<file path="config.mk">
export PLATFORM = sky130hd
export DESIGN_NAME = zddr_reader_flat
export DESIGN_NICKNAME = d
export VERILOG_FILES = /design/src/rtl/zddr_reader_if.sv /design/src/rtl/zddr_reader.sv /design/src/flat_wrapper.sv
export SDC_FILE = /design/constraint.sdc
export NUM_CORES = 1
export LEC_CHECK = 0
export BUFFER_PORTS_ARGS = -buffer_cell sky130_fd_sc_hd__buf_2
export CORE_MARGIN = 2
export CORE_UTILIZATION = 51
export DETAILED_ROUTE_END_ITERATION = 16
export MAX_ROUTING_LAYER = met4
export PLACE_DENSITY = 0.74
export SYNTH_ARGS = -nofsm -noshare
export SYNTH_HDL_FRONTEND = slang
export SYNTH_SLANG_ARGS = --single-unit
</file>
<file path="constraint.sdc">
create_clock -name iClk -period 2.9 [get_ports iClk]
set_input_delay 0.29 -clock iClk [delete_from_list [all_inputs] [get_ports iClk]]
set_output_delay 0.29 -clock iClk [all_outputs]
set_load 0.01 [all_outputs]
</file>
<file path="src/rtl/zddr_reader_if.sv">
// Bus bundle for zddr_reader: the octal DDR-PSRAM pads and the upload byte stream.
//   master : the reader (drives RAM clock/CE/reset/ADQ/OE and Tx data/valid)
//   slave  : the PSRAM pad + upload consumer (drives read data and Tx ready)
interface zddr_reader_if;
  logic       oRAM_CLK;
  logic       oRAM_CE;
  logic       oRAM_RST;
  logic [7:0] oRAM_ADQ;
  logic       oRAM_ADQ_OE;
  logic [7:0] iRAM_ADQ;
  logic [7:0] oTx_Data;
  logic       oTx_Valid;
  logic       iTx_Ready;

  modport master (
    output oRAM_CLK, oRAM_CE, oRAM_RST, oRAM_ADQ, oRAM_ADQ_OE, oTx_Data, oTx_Valid,
    input  iRAM_ADQ, iTx_Ready
  );

  modport slave (
    input  oRAM_CLK, oRAM_CE, oRAM_RST, oRAM_ADQ, oRAM_ADQ_OE, oTx_Data, oTx_Valid,
    output iRAM_ADQ, iTx_Ready
  );
endinterface

</file>
<file path="src/rtl/zddr_reader.sv">
// zddr_reader: reads one committed capture frame back from octal DDR-PSRAM with linear
// burst reads, buffers the bytes in a small FIFO and streams them to the upload path.
//   iClk, iRst     : system clock, synchronous active-high reset
//   iStart         : frame-ready pulse (ignored while busy)
//   oBusy          : frame transfer in progress
//   oUpload_Done   : one-cycle pulse once the last byte is accepted downstream
//   bus (master)   : PSRAM pads (CLK = iClk/2, CE/RST active-low, ADQ + OE) and Tx valid/ready
// Optional build macro ZDDR_READER_FRAME_HEADER_EN: wraps the frame as 55,AA, data,
// 16-bit byte sum MSB first.
module zddr_reader #(
  parameter int unsigned FRAME_BYTES = 1024,
  parameter logic [31:0] BASE_ADDR   = 32'h0,
  parameter int unsigned BURST_LEN   = 32,
  parameter int unsigned LATENCY     = 5,
  parameter int unsigned FIFO_DEPTH  = 64,
  parameter int unsigned CE_GAP      = 4
) (
  input  logic          iClk,
  input  logic          iRst,
  input  logic          iStart,
  output logic          oBusy,
  output logic          oUpload_Done,
  zddr_reader_if.master bus
);
  localparam int unsigned NumBursts = FRAME_BYTES / BURST_LEN;
  localparam int unsigned PtrW = $clog2(FIFO_DEPTH);
  localparam int unsigned CntW = PtrW + 1;
  localparam logic [CntW-1:0] FreeThr = CntW'(FIFO_DEPTH - BURST_LEN);
`ifdef ZDDR_READER_FRAME_HEADER_EN
  localparam int unsigned TotalBytes = FRAME_BYTES + 4;
`else
  localparam int unsigned TotalBytes = FRAME_BYTES;
`endif

  typedef enum logic [2:0] {StIdle, StArm, StCmd, StAddr, StWait, StData, StGap, StDrain} state_e;

  state_e          state_q, state_d;
  logic [15:0]     cnt_q, cnt_d, idx_q, idx_d;
  logic            done_q, done_d;
  logic            frame_start, push, pop, load, out_free;
  logic [7:0]      load_byte, fifo_head, addr_byte;
  logic [31:0]     burst_addr;
  logic [7:0]      mem_q [FIFO_DEPTH];
  logic [PtrW-1:0] wr_ptr_q, wr_ptr_d, rd_ptr_q, rd_ptr_d;
  logic [CntW-1:0] fifo_cnt_q, fifo_cnt_d;
  logic            tx_valid_q, tx_valid_d;
  logic [7:0]      tx_data_q, tx_data_d;
  logic [15:0]     acc_cnt_q, acc_cnt_d;
  logic            last_acc_q, last_acc_d;
`ifdef ZDDR_READER_FRAME_HEADER_EN
  typedef enum logic [2:0] {OutHdr0, OutHdr1, OutData, OutSumHi, OutSumLo, OutEnd} out_e;
  out_e            phase_q, phase_d;
  logic [15:0]     ld_cnt_q, ld_cnt_d, sum_q, sum_d;
`endif

  // ---------------- read FSM ----------------
  always_comb begin
    state_d     = state_q;
    cnt_d       = cnt_q + 16'd1;
    idx_d       = idx_q;
    done_d      = 1'b0;
    frame_start = 1'b0;
    unique case (state_q)
      StIdle: begin
        cnt_d = '0;
        if (iStart) begin
          frame_start = 1'b1;
          idx_d       = '0;
          state_d     = StArm;
        end
      end
      StArm: begin
        cnt_d = '0;
        // Only open a burst when the whole burst is guaranteed to fit.
        if (fifo_cnt_q <= FreeThr) state_d = StCmd;
      end
      StCmd: if (cnt_q == 16'd1) begin
        cnt_d   = '0;
        state_d = StAddr;
      end
      StAddr: if (cnt_q == 16'd3) begin
        cnt_d   = '0;
        state_d = StWait;
      end
      StWait: if (cnt_q == 16'(2 * LATENCY - 1)) begin
        cnt_d   = '0;
        state_d = StData;
      end
      StData: if (cnt_q == 16'(BURST_LEN - 1)) begin
        cnt_d   = '0;
        state_d = StGap;
      end
      StGap: if (cnt_q == 16'(CE_GAP - 1)) begin
        cnt_d   = '0;
        idx_d   = idx_q + 16'd1;
        state_d = (idx_q + 16'd1 == 16'(NumBursts)) ? StDrain : StArm;
      end
      StDrain: begin
        cnt_d = '0;
        if (last_acc_q) begin
          state_d = StIdle;
          done_d  = 1'b1;
        end
      end
      default: state_d = StIdle;
    endcase
  end

  always_ff @(posedge iClk) begin
    if (iRst) begin
      state_q <= StIdle;
      cnt_q   <= '0;
      idx_q   <= '0;
      done_q  <= 1'b0;
    end else begin
      state_q <= state_d;
      cnt_q   <= cnt_d;
      idx_q   <= idx_d;
      done_q  <= done_d;
    end
  end

  // ---------------- PSRAM pad decode ----------------
  assign burst_addr = BASE_ADDR + (32'(idx_q) * BURST_LEN);

  always_comb begin
    addr_byte = 8'h00;
    case (cnt_q[1:0])
      2'd0: addr_byte = burst_addr[31:24];
      2'd1: addr_byte = burst_addr[23:16];
      2'd2: addr_byte = burst_addr[15:8];
      2'd3: addr_byte = burst_addr[7:0];
      default: addr_byte = 8'h00;
    endcase
  end

  logic ram_active;
  assign ram_active      = (state_q == StCmd) || (state_q == StAddr) ||
                           (state_q == StWait) || (state_q == StData);
  // Every phase length is even and cnt_q restarts at each phase, so cnt_q[0] tracks the pair.
  assign bus.oRAM_CLK    = ram_active && !cnt_q[0];
  assign bus.oRAM_CE     = !ram_active;
  assign bus.oRAM_RST    = 1'b1;
  assign bus.oRAM_ADQ_OE = (state_q == StCmd) || (state_q == StAddr);
  assign bus.oRAM_ADQ    = (state_q == StAddr) ? addr_byte : 8'h00;
  assign oBusy           = (state_q != StIdle);
  assign oUpload_Done    = done_q;

  // ---------------- FIFO and output register ----------------
  assign push      = (state_q == StData);
  assign fifo_head = mem_q[rd_ptr_q];
  assign out_free  = !tx_valid_q || bus.iTx_Ready;

  always_comb begin
    pop        = 1'b0;
    load       = 1'b0;
    load_byte  = 8'h00;
    acc_cnt_d  = acc_cnt_q;
    last_acc_d = last_acc_q;
`ifdef ZDDR_READER_FRAME_HEADER_EN
    phase_d  = phase_q;
    ld_cnt_d = ld_cnt_q;
    sum_d    = sum_q;
    if (out_free) begin
      case (phase_q)
        OutHdr0: begin
          load      = 1'b1;
          load_byte = 8'h55;
          phase_d   = OutHdr1;
        end
        OutHdr1: begin
          load      = 1'b1;
          load_byte = 8'hAA;
          phase_d   = OutData;
        end
        OutData: if (fifo_cnt_q != '0) begin
          load      = 1'b1;
          pop       = 1'b1;
          load_byte = fifo_head;
          ld_cnt_d  = ld_cnt_q + 16'd1;
          sum_d     = sum_q + {8'h00, fifo_head};
          if (ld_cnt_q == 16'(FRAME_BYTES - 1)) phase_d = OutSumHi;
        end
        OutSumHi: begin
          load      = 1'b1;
          load_byte = sum_q[15:8];
          phase_d   = OutSumLo;
        end
        OutSumLo: begin
          load      = 1'b1;
          load_byte = sum_q[7:0];
          phase_d   = OutEnd;
        end
        default: ;
      endcase
    end
    if (frame_start) begin
      phase_d  = OutHdr0;
      ld_cnt_d = '0;
      sum_d    = '0;
    end
`else
    if (out_free && (fifo_cnt_q != '0)) begin
      load      = 1'b1;
      pop       = 1'b1;
      load_byte = fifo_head;
    end
`endif
    tx_valid_d = tx_valid_q;
    tx_data_d  = tx_data_q;
    if (load) begin
      tx_valid_d = 1'b1;
      tx_data_d  = load_byte;
    end else if (bus.iTx_Ready) begin
      tx_valid_d = 1'b0;
    end
    if (tx_valid_q && bus.iTx_Ready) begin
      acc_cnt_d = acc_cnt_q + 16'd1;
      if (acc_cnt_q == 16'(TotalBytes - 1)) last_acc_d = 1'b1;
    end
    if (frame_start) begin
      acc_cnt_d  = '0;
      last_acc_d = 1'b0;
    end
    wr_ptr_d   = push ? wr_ptr_q + PtrW'(1) : wr_ptr_q;
    rd_ptr_d   = pop ? rd_ptr_q + PtrW'(1) : rd_ptr_q;
    fifo_cnt_d = fifo_cnt_q + CntW'(push) - CntW'(pop);
  end

  always_ff @(posedge iClk) begin
    if (push) mem_q[wr_ptr_q] <= bus.iRAM_ADQ;
  end

  always_ff @(posedge iClk) begin
    if (iRst) begin
      wr_ptr_q   <= '0;
      rd_ptr_q   <= '0;
      fifo_cnt_q <= '0;
      tx_valid_q <= 1'b0;
      tx_data_q  <= 8'h00;
      acc_cnt_q  <= '0;
      last_acc_q <= 1'b0;
`ifdef ZDDR_READER_FRAME_HEADER_EN
      phase_q    <= OutEnd;
      ld_cnt_q   <= '0;
      sum_q      <= '0;
`endif
    end else begin
      wr_ptr_q   <= wr_ptr_d;
      rd_ptr_q   <= rd_ptr_d;
      fifo_cnt_q <= fifo_cnt_d;
      tx_valid_q <= tx_valid_d;
      tx_data_q  <= tx_data_d;
      acc_cnt_q  <= acc_cnt_d;
      last_acc_q <= last_acc_d;
`ifdef ZDDR_READER_FRAME_HEADER_EN
      phase_q    <= phase_d;
      ld_cnt_q   <= ld_cnt_d;
      sum_q      <= sum_d;
`endif
    end
  end

  assign bus.oTx_Valid = tx_valid_q;
  assign bus.oTx_Data  = tx_data_q;
endmodule

</file>
<file path="src/flat_wrapper.sv">
// flat-port wrapper written by rule: the top's interface ports become plain ports
module zddr_reader_flat 
#(
  parameter int unsigned FRAME_BYTES = 1024,
  parameter logic [31:0] BASE_ADDR   = 32'h0,
  parameter int unsigned BURST_LEN   = 32,
  parameter int unsigned LATENCY     = 5,
  parameter int unsigned FIFO_DEPTH  = 64,
  parameter int unsigned CE_GAP      = 4
)
  (iClk, iRst, iStart, oBusy, oUpload_Done, bus_oRAM_CLK, bus_oRAM_CE, bus_oRAM_RST, bus_oRAM_ADQ, bus_oRAM_ADQ_OE, bus_oTx_Data, bus_oTx_Valid, bus_iRAM_ADQ, bus_iTx_Ready);
  zddr_reader_if bus_i ();
  input  logic iClk;
  input  logic iRst;
  input  logic iStart;
  output logic oBusy;
  output logic oUpload_Done;
  output wire logic [$bits(bus_i.oRAM_CLK)-1:0] bus_oRAM_CLK;
  output wire logic [$bits(bus_i.oRAM_CE)-1:0] bus_oRAM_CE;
  output wire logic [$bits(bus_i.oRAM_RST)-1:0] bus_oRAM_RST;
  output wire logic [$bits(bus_i.oRAM_ADQ)-1:0] bus_oRAM_ADQ;
  output wire logic [$bits(bus_i.oRAM_ADQ_OE)-1:0] bus_oRAM_ADQ_OE;
  output wire logic [$bits(bus_i.oTx_Data)-1:0] bus_oTx_Data;
  output wire logic [$bits(bus_i.oTx_Valid)-1:0] bus_oTx_Valid;
  input wire logic [$bits(bus_i.iRAM_ADQ)-1:0] bus_iRAM_ADQ;
  input wire logic [$bits(bus_i.iTx_Ready)-1:0] bus_iTx_Ready;
  assign bus_oRAM_CLK = bus_i.oRAM_CLK;
  assign bus_oRAM_CE = bus_i.oRAM_CE;
  assign bus_oRAM_RST = bus_i.oRAM_RST;
  assign bus_oRAM_ADQ = bus_i.oRAM_ADQ;
  assign bus_oRAM_ADQ_OE = bus_i.oRAM_ADQ_OE;
  assign bus_oTx_Data = bus_i.oTx_Data;
  assign bus_oTx_Valid = bus_i.oTx_Valid;
  assign bus_i.iRAM_ADQ = bus_iRAM_ADQ;
  assign bus_i.iTx_Ready = bus_iTx_Ready;
  zddr_reader #(.FRAME_BYTES(FRAME_BYTES), .BASE_ADDR(BASE_ADDR), .BURST_LEN(BURST_LEN), .LATENCY(LATENCY), .FIFO_DEPTH(FIFO_DEPTH), .CE_GAP(CE_GAP)) u_core (.iClk(iClk), .iRst(iRst), .iStart(iStart), .oBusy(oBusy), .oUpload_Done(oUpload_Done), .bus(bus_i));
endmodule
</file>
==> flow_summary_export.csv, run 1 <==
group,metric,value,unit
logic_synthesis,syn_area_per_cell,17.2,um2
die,core_area,46500,um2
die,fp.dieH,221,um
detailed_routing,dr.pass1.iters,5,
timing,finalClockSkew,25.1,ps
detailed_routing,drt-vias-per-instance,5.98,
setup_path,startpoint_type,"flop",
logic_synthesis,ys_types,62,
logic_synthesis,synthCells,1396,
place,place.gp.congestion,0.887,
cts,cts_max_path_buffers,3,
global_route,antenna_found_initial,2,
logic_synthesis,seq_area_frac_synth,71.0,%
timing,finalMaxSlewViolations,0,
finish,seqCellArea,17000,um2
finish,multi_input_area,6600,um2
finish,final_area,27500,um2
logic_synthesis,postSynthNetCount,1429,
detailed_routing,drt-wirelength-per-cell,22.9,um
global_route,grtUsageMet2,33.1,%
setup_path,path_cells,"inv_1 > ha_1 > nor4b_4 > a21boi_2 > ha_1 > inv_1 > ha_1 > inv_1 > fa_2 > nand2b_4 > a21oi_2 > o21ai_1 > a21oi_2 > or3_1 > a21oi_1",
finish,utilization,59.2,%
timing,setup_tns,0,ps
logic_synthesis,async_reset_ff_share,0,%
die,initial_core_util,51.5,%
setup_path,worstSetupPathType,"reg2reg",
place,dp_hpwl,32000,um
logic_synthesis,yosys_warnings,0,
logic_synthesis,synth_edf_count,512,
global_route,met1_usage,29.8,%
finish,layout.nets,1551,
cts,root_buffer,"clkbuf_16",
finish,final_common_cell,"edfxtp_1",
setup_path,cp_top_family,"adder cells",
setup_path,crit_path_max_fanout,2,
setup_path,path_buf_inv,3,
timing,slew_headroom,19.6,%
place,placed_area,25500,um2
cts,clock_latency,630,ps
global_route,grt_pass1_wl,76300,um
outcome,status,"finished, final reports clean",
worst_hold_path,hp-class,"in2reg",
logic_synthesis,synth-main-ff-cell,"edfxtp_1",
timing,hold_violations,0,
timing,tightest_slew,1210,ps
global_route,grt_max_degree,65,
detailed_routing,ant_nets,0,
setup_path,required,3440,ps
cts,htreeDepth,2,
finish,n_fill_cell,3360,
die,row_count,79,
cts,clkTransAtPathRegs,60,ps
setup_path,cp_slowest_cell,"or3_1",
die,io_pins,35,
cts,cts_buffers,58,
global_route,globalRouteOverflowTotal,0,
global_route,first_global_vias,12800,
die,die_area,48700,um2
die,die_x,221,um
timing,rsz0062_at_grt,"no",
power,ir_drop,504,uV
finish,drive_above_1_share,25.3,%
timing,fmax,362,MHz
global_route,grt_usage,21.5,%
finish,area_growth,14.9,%
detailed_routing,drcViolationCount,0,
setup_path,endpoint_kind,"flop",
power,power_leakage,8.80,nW
setup_path,slowest_delay,360,ps
detailed_routing,wirelength,49900,um
timing,min_period_over_period,95.4,%
cts,clock-sinks,593,
logic_synthesis,ys_ff_latch,593,
setup_path,worstPathArrival,3300,ps
power,p_per_area,795,nW/um2
timing,setup_viol,0,
global_route,met3_usage,3.71,%
finish,layout_common_cells,"edfxtp_1, nor2_1, mux4_2, buf_4, dfxtp_1",
global_route,top_usage_layer,"met2",
logic_synthesis,syn_area,23900,um2
place,io_buffers,33,
cts,cts_tree,"built",
detailed_routing,drt_iter0_markers,1267,
detailed_routing,vias,13000,
flow_run,cap_viol_max_count,0,
timing,fin_crit,2770,ps
-- synthesized netlist by cell type (all sizes together), types with 9 or more instances --
| library cell | instances | area share, % |
|---|---|---|
| edfxtp | 512 | 64 |
| inv | 20 | 0.31 |
| clkbuf | 51 | 0.80 |
| mux4 | 138 | 13 |
| nand2 | 69 | 1.1 |
| buf | 28 | 0.53 |
| o21ai | 20 | 0.42 |
| o22ai | 13 | 0.34 |
| or3 | 10 | 0.26 |
| xor2 | 28 | 1.0 |
| nor3 | 10 | 0.21 |
| xnor2 | 16 | 0.59 |
| a22oi | 30 | 0.94 |
| nand3 | 18 | 0.38 |
| dfxtp | 81 | 6.8 |
| a31oi | 11 | 0.29 |
| a21oi | 23 | 0.48 |
| nand4 | 16 | 0.42 |
| nor2 | 150 | 2.4 |
| ha | 20 | 1.0 |
| mux2i | 19 | 0.79 |
| nand3b | 9 | 0.28 |
-- layer usage --
| layer | wire length, um | vias up |
|---|---|---|
| li1 | - | 5768 |
| met1 | 20600 | 6653 |
| met2 | 24200 | 508 |
| met3 | 3710 | 91 |
| met4 | 1270 | 0 |
| met5 | 0 | - |
-- where the power goes --
group / switching, W / internal (W) / leakage [nW] / total [W]
Clock: 0.00324 / 0.00433 / 0.937 / 0.00758
Combinational: 0.00226 / 0.00239 / 2.61 / 0.00465
Sequential: 0.000258 / 0.00939 / 5.26 / 0.00965
Total: 0.00576 / 0.0161 / 8.80 / 0.0219
-- registers in the layout (all words and copies together), names as in the netlist --
register	cells
u_core.oUpload_Done	1
u_core.wr_ptr_q	6
u_core.rd_ptr_q	6
u_core.state_q	3
u_core.acc_cnt_q	16
u_core.cnt_q	16
u_core.last_acc_q	1
u_core.bus.oTx_Data	8
u_core.idx_q	16
u_core.fifo_cnt_q	7
u_core.mem_q	512
u_core.bus.oTx_Valid	1
-- through the flow --
step	hold slack (ps)	power, W	setup WS [ps]	instances
6_report	37.7	0.0219	134	2176
5_1_grt	81.3	0.0227	25.1	2176
4_1_cts	9.12	0.0220	22.1	2173
3_5_place_dp	497	0.0145	49.5	2063
3_3_place_gp	483	0.0144	119	2063
2_1_floorplan	389	0.0129	57.6	1396
-- repair_timing --
item	in CTS	in global routing
buffers inserted	0	1
hold buffers	1	0
endpoints found under the hold margin	8	0
setup endpoints to repair	0	1
gates resized for setup	0	6
-- cell families after synthesis --
family,synth area share [%]
flops,71.0
fa+ha+maj,1.13
other cells,0.0157
mux,13.8
buf+inv,1.65
compound gates,3.80
simple gates,7.00
xor+xnor,1.61
-- path summary, 6_finish.rpt --
| check | start | end | slack (ps) | depth (start not counted) |
|---|---|---|---|---|
| worst max register to register | u_core.fifo_cnt_q[3] | u_core.fifo_cnt_q[6] | 130 | 15 |
| worst min register to register | u_core.acc_cnt_q[14] | u_core.acc_cnt_q[14] | 500 | 2 |
| worst min-delay path | bus_iTx_Ready | u_core.bus.oTx_Valid | 40 | 3 |
| worst max-delay path | u_core.fifo_cnt_q[3] | u_core.fifo_cnt_q[6] | 130 | 15 |
-- layout make-up --
class / count / share of cell area, %
Sequential cell: 593 / 61.8
Multi-Input combinational cell: 704 / 24.0
Clock buffer: 67 / 5.55
Timing Repair Buffer: 141 / 4.01
Tap cell: 607 / 2.76
Clock inverter: 42 / 1.55
Inverter: 20 / 0.273
Antenna cell: 2 / 0.0182
-- worst register-to-register path, delay by kind of cell, from the launching register on --
kind                     cells  cell delay, ps
adder cells (fa/ha/maj)      4             840
flip-flops                   1             330
AO/OA/AOI/OAI                5             600
AND/OR/NAND/NOR              3             720
buffers and inverters        3             200
Power figures use the tool's default switching activity.
==> inputs of run 2 (changes only) <==
CORE_ASPECT_RATIO = 0.6   (was unset)
==> run 2 against run 1 <==
Net effect: design area is 0.49% lower; utilization is 0.13 points lower; sequential share of layout area is 0.31 points higher; clock-buffer cell count is 4 higher; final cell count is 0.87% higher; combinational power is 3% higher; register-to-register slack better by 110 ps; first-iteration DRC count is 30% higher; via count is 2.7% higher; die area is 0.11% higher; critical path type unchanged; critical endpoint is now u_core.mem_q[39][6]; largest power group unchanged.
==> flow_summary_export.csv, run 2 (same netlist as run 1, synthesis figures left out) <==
group,metric,value,unit
die,io_pins,35,
finish,layout_common_cells,"edfxtp_1, nor2_1, mux4_2, buf_4, dfxtp_1",
outcome,status,"finished, final reports clean",
cts,clock_latency,610,ps
setup_path,path_buf_inv,2,
die,fp.dieH,172,um
timing,fin_crit,2660,ps
finish,antennaDiodeCount,0,
setup_path,reg2reg_to,"u_core.mem_q[39][6]",
flow_run,cap_viol_max_count,0,
detailed_routing,drt_iter0_markers,1648,
finish,layout.nets,1557,
setup_path,cp_top_family,"simple AND/OR/NAND/NOR gates",
global_route,grt_pass1_wl,80800,um
place,dp_hpwl,34800,um
finish,area_growth,14.3,%
setup_path,worstPathArrival,2960,ps
global_route,globalRouteOverflowTotal,0,
worst_hold_path,hp-class,"in2reg",
global_route,antenna_found_initial,0,
detailed_routing,drt-vias-per-instance,6.09,
setup_path,endpoint,"u_core.mem_q[39][6]",
global_route,grt_usage,22.8,%
setup_path,path_cells,"nand2_1 > nor2_1 > buf_4 > and2_1 > nand3_1 > nor4b_1 > buf_4",
global_route,first_global_vias,12900,
timing,whs,16.8,ps
setup_path,required,3200,ps
die,row_count,61,
setup_path,r2r-start,"u_core.state_q[0]",
cts,holdBufCountCts,0,
die,die_x,284,um
timing,min_period_over_period,91.7,%
cts,clkTransAtPathRegs,70,ps
place,place.gp.congestion,0.887,
setup_path,cp_slowest_cell,"nor4b_1",
timing,setup_viol,0,
detailed_routing,drt-wirelength-per-cell,24.4,um
global_route,grt_max_degree,65,
cts,htreeDepth,2,
die,die_area,48800,um2
cts,cts_tree,"built",
finish,largest_register_ffs,512,
finish,drive_above_1_share,24.5,%
die,core_area,46300,um2
die,initial_core_util,51.7,%
timing,fmax,376,MHz
power,power_leakage,8.74,nW
setup_path,endpoint_kind,"flop",
timing,slew_headroom,18.1,%
finish,n_fill_cell,3357,
timing,finalMaxSlewViolations,0,
place,placed_area,25600,um2
detailed_routing,drcViolationCount,0,
detailed_routing,ant_nets,0,
finish,regMostFlops,"u_core.mem_q",
setup_path,startpoint,"u_core.state_q[0]",
detailed_routing,vias,13400,
timing,hold_violations,0,
power,ir_drop,604,uV
place,io_buffers,33,
power,p_per_area,784,nW/um2
setup_path,critical_path_depth,7,
setup_path,slowest_delay,680,ps
setup_path,worstSetupPathType,"reg2reg",
timing,finalClockSkew,32.2,ps
cts,clock-sinks,593,
detailed_routing,wirelength,53500,um
cts,cts_max_path_buffers,3,
detailed_routing,dr.pass1.iters,6,
cts,cts_buffers,52,
timing,tightest_slew,1230,ps
setup_path,startpoint_type,"flop",
setup_path,r2r_slack,240,ps
cts,root_buffer,"clkbuf_16",
finish,final_area,27400,um2
setup_path,reg2regPathDepth,7,
setup_path,crit_path_max_fanout,8,
finish,final_common_cell,"edfxtp_1",
setup_path,path_common_cell,"buf_4",
## run 2: changes by cell type in the layout (fill, tap and decap cells not counted), sizes merged
cell         previous run  this run
clkinv                 26        16
diode                   2         0
dlygate4sd3             1         0
clkbuf                 67        71
buf                   140       153
clkinvlp                9         1
## run 2: what timing repair did
action	4_1_cts	5_1_grt
gates cloned	0	0
resized for setup	1	6
endpoints found under the setup margin	1	2
setup buffers	0	2
hold endpoints to repair	0	0
pin swaps	0	6
## run 2: worst min-delay path by stage
stage | to | cells after the start | from | slack (ps)
floorplan | u_core.mem_q[0][0] | 0 | bus_iRAM_ADQ[0] | 390
global placement | u_core.idx_q[15] | 2 | u_core.idx_q[15] | 480
detailed placement | u_core.bus.oTx_Data[3] | 2 | u_core.bus.oTx_Data[3] | 490
CTS | u_core.mem_q[7][3] | 1 | bus_iRAM_ADQ[3] | 3
global route | u_core.mem_q[7][3] | 1 | bus_iRAM_ADQ[3] | 20
finish | u_core.mem_q[7][3] | 1 | bus_iRAM_ADQ[3] | 20
## run 2: report_power, final
group          switching (W)  internal, W  leakage [nW]  total (W)
registers           0.000251      0.00939          5.26    0.00964
logic                0.00239      0.00242          2.66    0.00481
clock network        0.00308      0.00393         0.821    0.00701
total                0.00572       0.0157          8.74     0.0215
## run 2: per-layer routing
layer	GRT usage, %	wire (um)	vias up
met5	-	0	-
met3	5.24	5330	74
met4	4.49	784	0
met1	34.6	24300	6882
li1	-	-	5759
met2	31.6	23100	663
## run 2: through the flow
step,TNS [ps],utilization [%],power [W],std cells,worst slack (ps)
3_3_place_gp,0,55.3,0.0144,2098,89.2
2_1_floorplan,0,-,0.0129,1396,57.6
4_1_cts,0,59.0,0.0215,2193,27.0
3_5_place_dp,0,55.3,0.0145,2098,60.0
6_report,0,59.1,0.0215,2195,240
5_1_grt,-9.05,59.1,0.0222,2195,-9.05
## run 2: final cells by class
cell class	count	area (um2)	share of cell area [%]
tap	630	788	2.88
clock buffer	71	1390	5.09
multi-input combinational	704	6610	24.2
clock inverter	24	318	1.16
timing repair buffer	153	1180	4.31
inverter	20	75.1	0.274
sequential	593	17000	62.1
## run 2: worst register-to-register path: stages (launching register included)
cell     delay (ps)
dfxtp_1         330
nand2_1          70
nor2_1          130
buf_4           170
and2_1          230
nand3_1         490
nor4b_1         690
buf_4           260
==> inputs of run 3 (changes only) <==
CTS_BUF_LIST = sky130_fd_sc_hd__clkbuf_8   (was unset)
PLACE_DENSITY = 0.72   (was 0.74)
clock period = 2.7 ns   (was 2.9 ns; I/O delays follow)
==> run 3 against run 2 <==
Net effect: clock skew is 7.8 ps higher; design area up 0.80%; global-route usage up 0.67 points; clock-buffer cell count up 17; critical path depth is 8 higher; combinational power is 15% higher; via count rose by 1.8%; die area unchanged; setup slack lost 160 ps; sequential cell count unchanged; non-clock buffer count rose by 25; critical endpoint is now u_core.fifo_cnt_q[6].
==> flow_summary_export.csv, run 3 (same netlist as run 1, synthesis figures left out) <==
group,metric,value,unit
die,core_area,46300,um2
setup_path,reg2regPathDepth,15,
timing,min_period_over_period,97.2,%
global_route,grt_max_degree,65,
cts,clock_latency,690,ps
finish,regMostFlops,"u_core.mem_q",
setup_path,r2r_slack,80,ps
die,die_area,48800,um2
setup_path,worstSetupPathType,"reg2reg",
setup_path,path_buf_inv,3,
setup_path,path_cells,"inv_2 > ha_4 > nor4b_4 > a21boi_2 > ha_1 > inv_2 > ha_4 > inv_2 > fa_2 > nand2b_4 > a21oi_4 > o21ai_2 > a21oi_2 > or3_4 > a21oi_2",
detailed_routing,ant_nets,0,
flow_run,cap_viol_max_count,0,
detailed_routing,wl_met3,6230,um
global_route,antenna_found_initial,1,
die,row_count,61,
place,dp_hpwl,35600,um
power,power_leakage,8.99,nW
detailed_routing,drcViolationCount,0,
detailed_routing,drt-wirelength-per-cell,24.0,um
detailed_routing,drt-vias-per-instance,5.97,
detailed_routing,dr.pass1.iters,5,
detailed_routing,wirelength,54800,um
finish,drive_above_1_share,28.2,%
timing,finalMaxSlewViolations,0,
timing,tightest_slew,935,ps
die,die_x,284,um
timing,hold_violations,0,
cts,cts_buffers,85,
finish,final_common_cell,"edfxtp_1",
cts,cts_tree,"built",
finish,utilization,59.5,%
detailed_routing,drt_iter0_markers,1748,
worst_hold_path,hold_depth,1,
timing,fmax,381,MHz
setup_path,startpoint_type,"flop",
setup_path,crit_path_max_fanout,2,
global_route,globalRouteOverflowTotal,0,
cts,root_buffer,"clkbuf_8",
finish,area_growth,15.2,%
setup_path,worstPathArrival,3220,ps
timing,slew_headroom,37.7,%
place,io_buffers,33,
die,fp.dieH,172,um
cts,clkTransAtPathRegs,60,ps
finish,layout.nets,1615,
finish,seqCellArea,17000,um2
setup_path,cp_top_family,"adder cells",
global_route,grt_pass1_wl,82100,um
place,placedCellCount,2120,
worst_hold_path,hp-class,"in2reg",
place,place.gp.congestion,0.949,
power,ir_drop,446,uV
finish,largest_register_ffs,512,
setup_path,critical_path_depth,15,
setup_path,required,3300,ps
finish,stdcell_count,2281,
finish,antennaDiodeCount,0,
die,io_pins,35,
finish,multi_input_area,6660,um2
timing,finalClockSkew,40.0,ps
timing,fin_crit,2620,ps
setup_path,path_common_cell,"inv_2",
cts,clock-sinks,593,
global_route,grt_usage,23.4,%
detailed_routing,routed.top_layer,"met4",
die,initial_core_util,51.7,%
outcome,status,"finished, final reports clean",
setup_path,endpoint_kind,"flop",
detailed_routing,route.met2.wl,23400,um
finish,n_fill_cell,3400,
detailed_routing,vias,13600,
timing,rsz0062_at_grt,"yes",
setup_path,slowest_delay,400,ps
cts,htreeDepth,3,
detailed_routing,route.layer.met1.wl,24300,um
timing,setup_viol,0,
global_route,first_global_vias,13200,
finish,layout_common_cells,"edfxtp_1, nor2_1, mux4_2, buf_4, clkbuf_8",
setup_path,cp_slowest_cell,"or3_4",
power,p_per_area,832,nW/um2
cts,cts_max_path_buffers,3,
run 3: routing by layer:
metal  vias to the layer above  track usage, %
met3                        79            6.68
li1                       5898               -
met5                         -               -
met1                      6946            35.3
met4                         0            5.71
met2                       701            31.4
run 3: path summary, 6_finish.rpt:
path,from,endpoint
worst max-delay path,u_core.fifo_cnt_q[3],u_core.fifo_cnt_q[6]
worst min-delay path,bus_iRAM_ADQ[5],u_core.mem_q[29][5]
worst min register to register,u_core.idx_q[15],u_core.idx_q[15]
worst max register to register,u_core.fifo_cnt_q[3],u_core.fifo_cnt_q[6]
run 3: through the flow:
| step | hold WS [ps] | total power [W] | setup slack [ps] | area [um2] | setup TNS, ps |
|---|---|---|---|---|---|
| finish | 57.6 | 0.0229 | 76.0 | 27600 | 0 |
| global route | 48.2 | 0.0238 | -27.3 | 27600 | -27.3 |
| CTS | 8.98 | 0.0230 | 26.4 | 27500 | 0 |
| detailed placement | 487 | 0.0157 | -204 | 25800 | -204 |
| global placement | 474 | 0.0157 | -108 | 25800 | -108 |
| floorplan | 369 | 0.0139 | -93.4 | 24000 | -93.4 |
run 3: area by class of cell:
class / instances / area share (%)
Clock inverter: 68 / 1.78
Timing Repair Buffer: 178 / 4.93
Multi-Input combinational cell: 704 / 24.1
Inverter: 20 / 0.272
Clock buffer: 88 / 4.39
Tap cell: 630 / 2.86
Sequential cell: 593 / 61.6
run 3: timing repair:
item                                    4_1_cts  5_1_grt
hold endpoints to repair                      3        0
buffers inserted                              2        1
hold buffers                                  2        0
endpoints found under the setup margin        1        1
pin swaps                                     8        4
gates resized for setup                      11        9
run 3: power by group:
| part | leakage (nW) | switching [W] | internal, W | total [W] |
|---|---|---|---|---|
| sequential | 5.26 | 0.000162 | 0.0101 | 0.0102 |
| combinational | 2.78 | 0.00283 | 0.00271 | 0.00554 |
| clock | 0.953 | 0.00348 | 0.00367 | 0.00715 |
| total | 8.99 | 0.00648 | 0.0165 | 0.0229 |
